### config.mk
export PLATFORM = sky130hd
export DESIGN_NAME = ratfl_chkpt_ctrl
export DESIGN_NICKNAME = d
export VERILOG_FILES = /design/src/rtl/ratfl_chkpt_ctrl.sv
export SDC_FILE = /design/constraint.sdc
export NUM_CORES = 1
export LEC_CHECK = 0
export ABC_CLOCK_PERIOD_IN_PS = 8410
export BUFFER_PORTS_ARGS = -buffer_cell sky130_fd_sc_hd__buf_4
export CAP_MARGIN = 20
export CORE_UTILIZATION = 60
export CTS_BUF_LIST = sky130_fd_sc_hd__clkbuf_4 sky130_fd_sc_hd__clkbuf_8
export CTS_CLUSTER_SIZE = 24
export DETAILED_ROUTE_END_ITERATION = 8
export PLACE_DENSITY = 0.86
export SYNTH_ARGS = -nofsm -noshare
export SYNTH_HDL_FRONTEND = slang
export SYNTH_SLANG_ARGS = --single-unit
### constraint.sdc
create_clock -name clk_i -period 8.41 [get_ports clk_i]
set_input_delay 0.841 -clock clk_i [delete_from_list [all_inputs] [get_ports clk_i]]
set_output_delay 0.841 -clock clk_i [all_outputs]
set_load 0.005 [all_outputs]
### src/rtl/ratfl_chkpt_ctrl.sv
// Branch checkpoint controller: program-ordered ring of RAT/free-list snapshots,
// freed on correct resolve and replayed for one cycle on a mispredict.
module ratfl_chkpt_ctrl #(
  parameter int PREG_W    = 6,
  parameter int PREGS     = 64,
  parameter int NUM_CHKPT = 4,
  parameter int TAG_W     = 4,
  parameter int COUNT_W   = $clog2(PREGS) + 1
) (
  input  logic                   clk_i,
  input  logic                   rst_ni,
  input  logic                   chkpt_we_i,
  input  logic [TAG_W-1:0]       chkpt_tag_i,
  input  logic [32*PREG_W-1:0]   chkpt_rat_map_i,
  input  logic [PREG_W-1:0]      chkpt_fl_head_i,
  input  logic [PREG_W-1:0]      chkpt_fl_tail_i,
  input  logic [COUNT_W-1:0]     chkpt_fl_free_count_i,
  input  logic                   resolve_valid_i,
  input  logic [TAG_W-1:0]       resolve_tag_i,
  input  logic                   resolve_mispredict_i,
  output logic                   chkpt_full_o,
  output logic                   rat_recover_o,
  output logic [32*PREG_W-1:0]   rat_recover_map_o,
  output logic                   fl_recover_o,
  output logic [PREG_W-1:0]      fl_recover_head_o,
  output logic [PREG_W-1:0]      fl_recover_tail_o,
  output logic [COUNT_W-1:0]     fl_recover_free_count_o,
  output logic                   flush_o,
  output logic                   overflow_o,
  output logic                   unknown_tag_o
);

  localparam int IDX_W = $clog2(NUM_CHKPT);
  localparam int CNT_W = IDX_W + 1;
  localparam int MAP_W = 32 * PREG_W;
  localparam logic [IDX_W-1:0] IDX_ONE = IDX_W'(1);
  localparam logic [CNT_W-1:0] CNT_ONE = CNT_W'(1);

  typedef enum logic {ST_IDLE, ST_RECOVER} state_e;

  state_e               state_q, state_d;
  logic [NUM_CHKPT-1:0] valid_q, valid_d;
  logic [IDX_W-1:0]     head_q, head_d, tail_q, tail_d;
  logic [CNT_W-1:0]     cnt_q, cnt_d;

  logic [TAG_W-1:0]     tag_q      [NUM_CHKPT];
  logic [MAP_W-1:0]     map_mem    [NUM_CHKPT];
  logic [PREG_W-1:0]    fl_hd_mem  [NUM_CHKPT];
  logic [PREG_W-1:0]    fl_tl_mem  [NUM_CHKPT];
  logic [COUNT_W-1:0]   fl_cnt_mem [NUM_CHKPT];

  logic [MAP_W-1:0]     rec_map_q;
  logic [PREG_W-1:0]    rec_hd_q, rec_tl_q;
  logic [COUNT_W-1:0]   rec_cnt_q;
  logic                 overflow_q, unknown_q;

  logic [NUM_CHKPT-1:0] hit, flush_slot;
  logic [IDX_W-1:0]     slot_off [NUM_CHKPT];
  logic [IDX_W-1:0]     match_idx, m_off;
  logic                 match_any, full, idle;
  logic                 mispredict, do_resolve, do_alloc, do_overflow, do_unknown, do_retire;

  // Offsets are measured from the oldest slot so a full ring (head == tail) is unambiguous.
  for (genvar gi = 0; gi < NUM_CHKPT; gi++) begin : g_slot
    assign hit[gi]        = valid_q[gi] && (tag_q[gi] == resolve_tag_i);
    assign slot_off[gi]   = IDX_W'(gi) - head_q;
    assign flush_slot[gi] = (slot_off[gi] >= m_off) && (CNT_W'(slot_off[gi]) < cnt_q);
  end

  always_comb begin
    match_idx = '0;
    for (int i = 0; i < NUM_CHKPT; i++) begin
      if (hit[i]) match_idx = IDX_W'(i);
    end
  end

  assign match_any   = |hit;
  assign m_off       = match_idx - head_q;
  assign full        = (cnt_q == CNT_W'(NUM_CHKPT));
  assign idle        = (state_q == ST_IDLE);
  assign mispredict  = idle && resolve_valid_i && match_any && resolve_mispredict_i;
  assign do_resolve  = idle && resolve_valid_i && match_any && !resolve_mispredict_i;
  assign do_unknown  = idle && resolve_valid_i && !match_any;
  assign do_alloc    = idle && chkpt_we_i && !mispredict && !full;
  assign do_overflow = idle && chkpt_we_i && !mispredict && full;
  assign do_retire   = idle && !mispredict && (cnt_q != '0) && !valid_q[head_q];

  always_comb begin
    state_d = state_q;
    valid_d = valid_q;
    head_d  = head_q;
    tail_d  = tail_q;
    cnt_d   = cnt_q;
    unique case (state_q)
      ST_IDLE:    if (mispredict) state_d = ST_RECOVER;
      ST_RECOVER: state_d = ST_IDLE;
      default:    state_d = ST_IDLE;
    endcase
    if (do_resolve) valid_d[match_idx] = 1'b0;
    if (do_alloc) begin
      valid_d[tail_q] = 1'b1;
      tail_d          = tail_q + IDX_ONE;
    end
    if (do_retire) head_d = head_q + IDX_ONE;
    unique case ({do_alloc, do_retire})
      2'b10:   cnt_d = cnt_q + CNT_ONE;
      2'b01:   cnt_d = cnt_q - CNT_ONE;
      default: cnt_d = cnt_q;
    endcase
    if (mispredict) begin
      valid_d = valid_q & ~flush_slot;
      tail_d  = match_idx;
      cnt_d   = {1'b0, m_off};
    end
  end

  always_ff @(posedge clk_i or negedge rst_ni) begin
    if (!rst_ni) begin
      state_q    <= ST_IDLE;
      valid_q    <= '0;
      head_q     <= '0;
      tail_q     <= '0;
      cnt_q      <= '0;
      overflow_q <= 1'b0;
      unknown_q  <= 1'b0;
      rec_map_q  <= '0;
      rec_hd_q   <= '0;
      rec_tl_q   <= '0;
      rec_cnt_q  <= '0;
    end else begin
      state_q    <= state_d;
      valid_q    <= valid_d;
      head_q     <= head_d;
      tail_q     <= tail_d;
      cnt_q      <= cnt_d;
      overflow_q <= do_overflow;
      unknown_q  <= do_unknown;
      if (mispredict) begin
        rec_map_q <= map_mem[match_idx];
        rec_hd_q  <= fl_hd_mem[match_idx];
        rec_tl_q  <= fl_tl_mem[match_idx];
        rec_cnt_q <= fl_cnt_mem[match_idx];
      end
    end
  end

  // Payload storage is only meaningful under its valid bit, so it carries no reset.
  always_ff @(posedge clk_i) begin
    if (do_alloc) begin
      tag_q[tail_q]      <= chkpt_tag_i;
      map_mem[tail_q]    <= chkpt_rat_map_i;
      fl_hd_mem[tail_q]  <= chkpt_fl_head_i;
      fl_tl_mem[tail_q]  <= chkpt_fl_tail_i;
      fl_cnt_mem[tail_q] <= chkpt_fl_free_count_i;
    end
  end

  assign chkpt_full_o            = full;
  assign rat_recover_o           = (state_q == ST_RECOVER);
  assign fl_recover_o            = (state_q == ST_RECOVER);
  assign flush_o                 = (state_q == ST_RECOVER);
  assign rat_recover_map_o       = rec_map_q;
  assign fl_recover_head_o       = rec_hd_q;
  assign fl_recover_tail_o       = rec_tl_q;
  assign fl_recover_free_count_o = rec_cnt_q;
  assign overflow_o              = overflow_q;
  assign unknown_tag_o           = unknown_q;

endmodule

Yosys cells after proc, flatten, opt, wreduce, memory -nomap -nowiden
Memories as Yosys holds them, arrays and structs flattened. A register that Yosys moved wholly into a read port is not among the register bits.
Index checks and enable logic that the tools add are counted.
W data, S select, Z words.
Storage, ports and cells
  register bits: 14
  memory bits (writable): 860
  bits of input ports: 224
  logic and storage cells: 102
  memories: 5
Memory list
  map_mem: depth 4, width 192, read ports 1, clocked after Yosys merged registers in 1, write ports 1, RTL line 47  | logic [MAP_W-1:0] map_mem [NUM_CHKPT];
  fl_cnt_mem: depth 4, width 7, read ports 1, clocked after Yosys merged registers in 1, write ports 1, RTL line 50  | logic [COUNT_W-1:0] fl_cnt_mem [NUM_CHKPT];
  fl_hd_mem: depth 4, width 6, read ports 1, clocked after Yosys merged registers in 1, write ports 1, RTL line 48  | logic [PREG_W-1:0] fl_hd_mem [NUM_CHKPT];
  fl_tl_mem: depth 4, width 6, read ports 1, clocked after Yosys merged registers in 1, write ports 1, RTL line 49  | logic [PREG_W-1:0] fl_tl_mem [NUM_CHKPT];
  tag_q: depth 4, width 4, read ports 4, clocked after Yosys merged registers in 0, write ports 1, RTL line 46  | logic [TAG_W-1:0] tag_q [NUM_CHKPT];
Cells by class
  add/subtract/negate cells: 9
  $lt $le $gt $ge: 13
  equal/unequal tests: 7
  muxes and demuxes: 20
  bitwise operators: 6
  reduce and logical (&&, ||, !) cells: 35
Operators with widths (number)
  $logic_and A1 B1 Y1: 22
  $eq A4 B4 Y1: 4
  $lt A2 B3 Y1: 4
  $mux W4: 3
  $logic_not A1 Y1: 9
  $lt A2 B3 Y1 const B: 3
  $and A4 B4 Y4: 2
  $ge A2 B2 Y1: 4
  $mux W2: 4
  $not A4 Y4: 2
  $mux W1: 7
  $pmux W3 S2: 1
  $reduce_bool A3 Y1: 2
  $add A2 B1 Y2 const B: 2
  $demux W1 S2: 2
  $ge A2 B1 Y1 const B: 2
  $or A4 B4 Y4: 1
  $reduce_or A4 Y1: 1
  $sub A1 B2 Y2 const A: 2
  $sub A2 B2 Y2 const A: 2
  $add A3 B1 Y3 const B: 1
  $eq A3 B3 Y1 const B: 1
  $mux W3: 1
  $sub A3 B1 Y3 const B: 1
  other kinds (7): 7

Longest topological paths before layout
An unclocked memory read counts as a cell.
  depth in word-level cells: 16
  mapped depth: 15

Least setup slack after synthesis
No wires, ideal clock.
  kind: input to register
  start: in resolve_tag_i[3]
  end: reg valid_q[1]
  library setup time: 0.086 ns
  data arrival time: 7.646 ns
  setup slack: 0.678 ns
  stages: 9
  path buffers: 3
  cells stage by stage: buf_2 > xor2_1 > nor4_2 > and2_1 > buf_2 > o41ai_4 > buf_4 > and3_1 > o22a_1
On the way
  longest elaborated chain between the ends: 15
  elaborated cells on any way between the ends: 34
RTL lines
  start: declaration: RTL line 19  | input logic [TAG_W-1:0] resolve_tag_i,
  $eq A4 B4 Y1: RTL line 65  | assign hit[gi] = valid_q[gi] && (tag_q[gi] == resolve_tag_i);
  $logic_and A1 B1 Y1: RTL line 65
  $mux W1: RTL line 73  | if (hit[i]) match_idx = IDX_W'(i);
  $mux W2 (2 in a row): RTL line 73
  $lt A2 B3 Y1 (implied by the code) / $ge A2 B1 Y1 (equally long branches): RTL line 99  | if (do_resolve) valid_d[match_idx] = 1'b0;
  $logic_and A1 B1 Y1 (implied by the code): RTL line 99
  $mux W1 (implied by the code): RTL line 99
  $demux W1 S2: RTL line 99
  $not A4 Y4 (no line)
  $and A4 B4 Y4 (no line)
  $mux W4: RTL line 99
  $or A4 B4 Y4 (no line)
  $mux W4: RTL line 100  | if (do_alloc) begin
  $mux W4 *: RTL line 110  | if (mispredict) begin
  net valid_d[1]: RTL line 42  | logic [NUM_CHKPT-1:0] valid_q, valid_d;
  end signal: assignment: RTL line 132  | valid_q <= valid_d;
  end: declaration: RTL line 42
The timed path passes the listed nets; every way through them passes the cells marked *.
A chain may end at the register's enable or synchronous reset.

==> out/results.tsv <==
stage	metric	value	unit
status	status	completed	
finish	drive_gt1_share	26.7	%
worst_setup_path	critical_path_arrival	5090	ps
sta	fin_skew	60.7	ps
sta	final.setup.worst_slack	3680	ps
route	wire_per_inst	25.4	um
finish	utilization	72.0	%
route	remaining_drc_errors	0	
placement	post-place-cells	3393	
placement	place_hpwl	50.3	mm
floorplan	core	0.0656	sq mm
worst_setup_path	setup.reg_to_reg.worst_slack	3680	ps
grt	grt.busiest_layer	met2	
power_and_ir_drop	cellLeakagePower	16.9	nW
clock_network	cts.path.max_buffers	3	
worst_setup_path	required	8770	ps
worst_setup_path	endpoint_kind	flip-flop	
grt	grt_util_all_layers	27.6	%
clock_network	clk_pin_slew	70	ps
grt	use_met2	44.6	%
placement	io_buffers	440	
clock_network	htreeDepth	4	
finish	final_cell_mix	edfxtp_1, buf_4, dfrtp_1	
sta	drv_slew	0	
clock_network	clk-insertion-delay-late	800	ps
worst_setup_path	worst_setup_path_start_kind	flip-flop	
clock_network	cts-root-buf	clkbuf_8	
synthesis	synth_area_leaders	edfxtp_1, dfrtp_1, mux2i_1, a22o_1, a22oi_1	
clock_network	cts_setup_buffers	0	
grt	grt_max_degree	212	
floorplan	ios	441	
sta	rsz0062_at_grt	no	
sta	setup_tns	0	ps
sta	slew_headroom	19.9	%
worst_setup_path	crit_fanout	154	
synthesis	synth_top_cell_by_area	edfxtp_1	
floorplan	die-area	0.0673	sq mm
sta	tightest_slew	1200	ps
worst_setup_path	path_class	flip-flop to flip-flop	
hold_path	min_path_type	primary input to asynchronous set/reset pin	
synthesis	ys_dominant_reg_cell	edfxtp_1	
route	drt_iter0_markers	2159	
synthesis	yosysWarnings	0	
route	vias_per_cell	6.23	
clock_network	cts_hold_buf	0	
synthesis	synth_async_sr_flop_share	20.7	%
synthesis	synth_cell_type_count	48	
power_and_ir_drop	irDropWorstVdd	296	uV
synthesis	syn-num-nets	2453	
sta	post-route-min-period	4730	ps
sta	timing.final.crit_share	56.3	%
sta	final-setup-viol-count	0	
route	ant_nets	0	
clock_network	post_cts_resized	0	
finish	final_cells	3703	
grt	grt_pass1_wl	139	mm
sta	fmax	0.211	GHz
finish	area_delta_synth_final	18.8	%
floorplan	initial_utilization	60.6	%
clock_network	cts_buffers	161	
finish	nNetsFinal	2932	
sta	hold_violations	0	
synthesis	syn_area	0.0398	sq mm
grt	grt_overflow	0	
route	vias	23100	
grt	grtUsageMet3	7.23	%
synthesis	avgSynthCellArea	18.0	sq um
placement	gp_congestion	0.812	
floorplan	rows	94	
grt	use_met1	35.6	%
synthesis	synthCells	2213	
flow_run	maxCapViolCount	0	
grt	grt_pass1_vias	23400	
synthesis	yosysSeqAreaShare	79.1	%
synthesis	synth_top_area_share	65.0	%
floorplan	die_w	259	um
power_and_ir_drop	powerDensity	329	mW/mm^2
route	first_pass_iters	6	
grt	antenna_found_initial	12	
floorplan	die_h	259	um
clock_network	cts_sinks	1085	
route	wirelength	94.1	mm
finish	final_common_cell	edfxtp_1	
synthesis	ys_ff_latch	1085	
synthesis	synth_edf_count	860	
power_and_ir_drop	p_total	15.5	mW
clock_network	cts_tree	yes	
placement	pre_cts_slack	3090	ps
-- path summary, 6_finish.rpt --
kind                                                     from                            endpoint  cells after the start
hold reg to reg            rat_recover_map_o[177]$_DFFE_PN0P_  rat_recover_map_o[177]$_DFFE_PN0P_                      1
max in group asynchronous                              rst_ni  rat_recover_map_o[177]$_DFFE_PN0P_                      2
min in group clk_i                        chkpt_rat_map_i[80]            map_mem[0][80]$_DFFE_PP_                      1
setup / recovery                        tag_q[3][0]$_DFFE_PP_           map_mem[3][117]$_DFFE_PP_                      7
hold / removal                                         rst_ni  rat_recover_map_o[150]$_DFFE_PN0P_                      1
setup reg to reg                        tag_q[3][0]$_DFFE_PP_           map_mem[3][117]$_DFFE_PP_                      7
-- final cells by class --
| type | instances | area [sq um] |
|---|---|---|
| well taps | 864 | 1080 |
| multi-input cells | 965 | 7600 |
| fillers | 3771 | 18400 |
| clock inverters | 60 | 494 |
| clock buffers | 240 | 2950 |
| diodes | 10 | 25.0 |
| inverters | 14 | 52.6 |
| repair buffers | 465 | 3590 |
| flip-flops and latches | 1085 | 31500 |
-- stage by stage --
step,hold slack [ps],instance area (sq um)
after floorplan,498,39800
after global placement,489,43800
after detailed placement,493,43800
after CTS,126,47200
after global routing,178,47200
final,159,47200
-- metal layers --
metal / vias up / wire length, um
met5: - / 50
met4: 6 / 3040
met3: 208 / 8640
met2: 1281 / 47700
met1: 11700 / 34700
li1: 9859 / -
-- flip-flops by register name, summed over array words and instances (netlist names), 4 cells and up --
| name | flops |
|---|---|
| fl_cnt_mem | 28 |
| fl_hd_mem | 24 |
| fl_recover_free_count_o | 7 |
| fl_recover_head_o | 6 |
| fl_recover_tail_o | 6 |
| fl_tl_mem | 24 |
| map_mem | 768 |
| rat_recover_map_o | 192 |
| tag_q | 16 |
| valid_q | 4 |
-- cells by family after synthesis --
group           count (synthesis)  share of synthesized area [%]
compound gates                660                           11.8
buf+inv                       163                           1.87
simple gates                   53                          0.718
fa+ha+maj                      16                          0.522
flops                        1085                           79.1
mux                           214                           5.45
xor+xnor                       22                          0.485
-- worst max-delay path, stage by stage (launching register included) --
cell and delay (ps):
edfxtp_1 410, xor2_1 200, nor4_2 120, and2_4 450, o41ai_4 530, buf_12 580
and3_4 940, buf_12 560
-- Yosys cell counts (2+ instances only) --
cell / instances
a21oi_1: 8
a22o_1: 211
a22oi_1: 211
and2_1: 2
and3_1: 5
buf_1: 2
buf_2: 85
buf_4: 5
clkbuf_1: 56
dfrtp_1: 225
edfxtp_1: 860
ha_1: 15
inv_1: 13
mux2i_1: 212
mux4_2: 2
nand2_1: 15
nand2b_1: 4
nand3_1: 2
nor2_1: 8
nor2b_1: 3
nor3_1: 5
nor3b_2: 2
o21ai_0: 215
o32a_1: 2
or3_1: 2
xnor2_1: 12
xor2_1: 10
-- report_power, final --
| group | switching (mW) | internal (mW) | leakage, nW |
|---|---|---|---|
| clock network | 2.00 | 2.47 | 1.80 |
| logic | 1.74 | 1.46 | 4.44 |
| registers | 0.626 | 7.26 | 10.7 |
| total | 4.36 | 11.2 | 16.9 |
No activity file was read; power rests on OpenSTA's default activity.
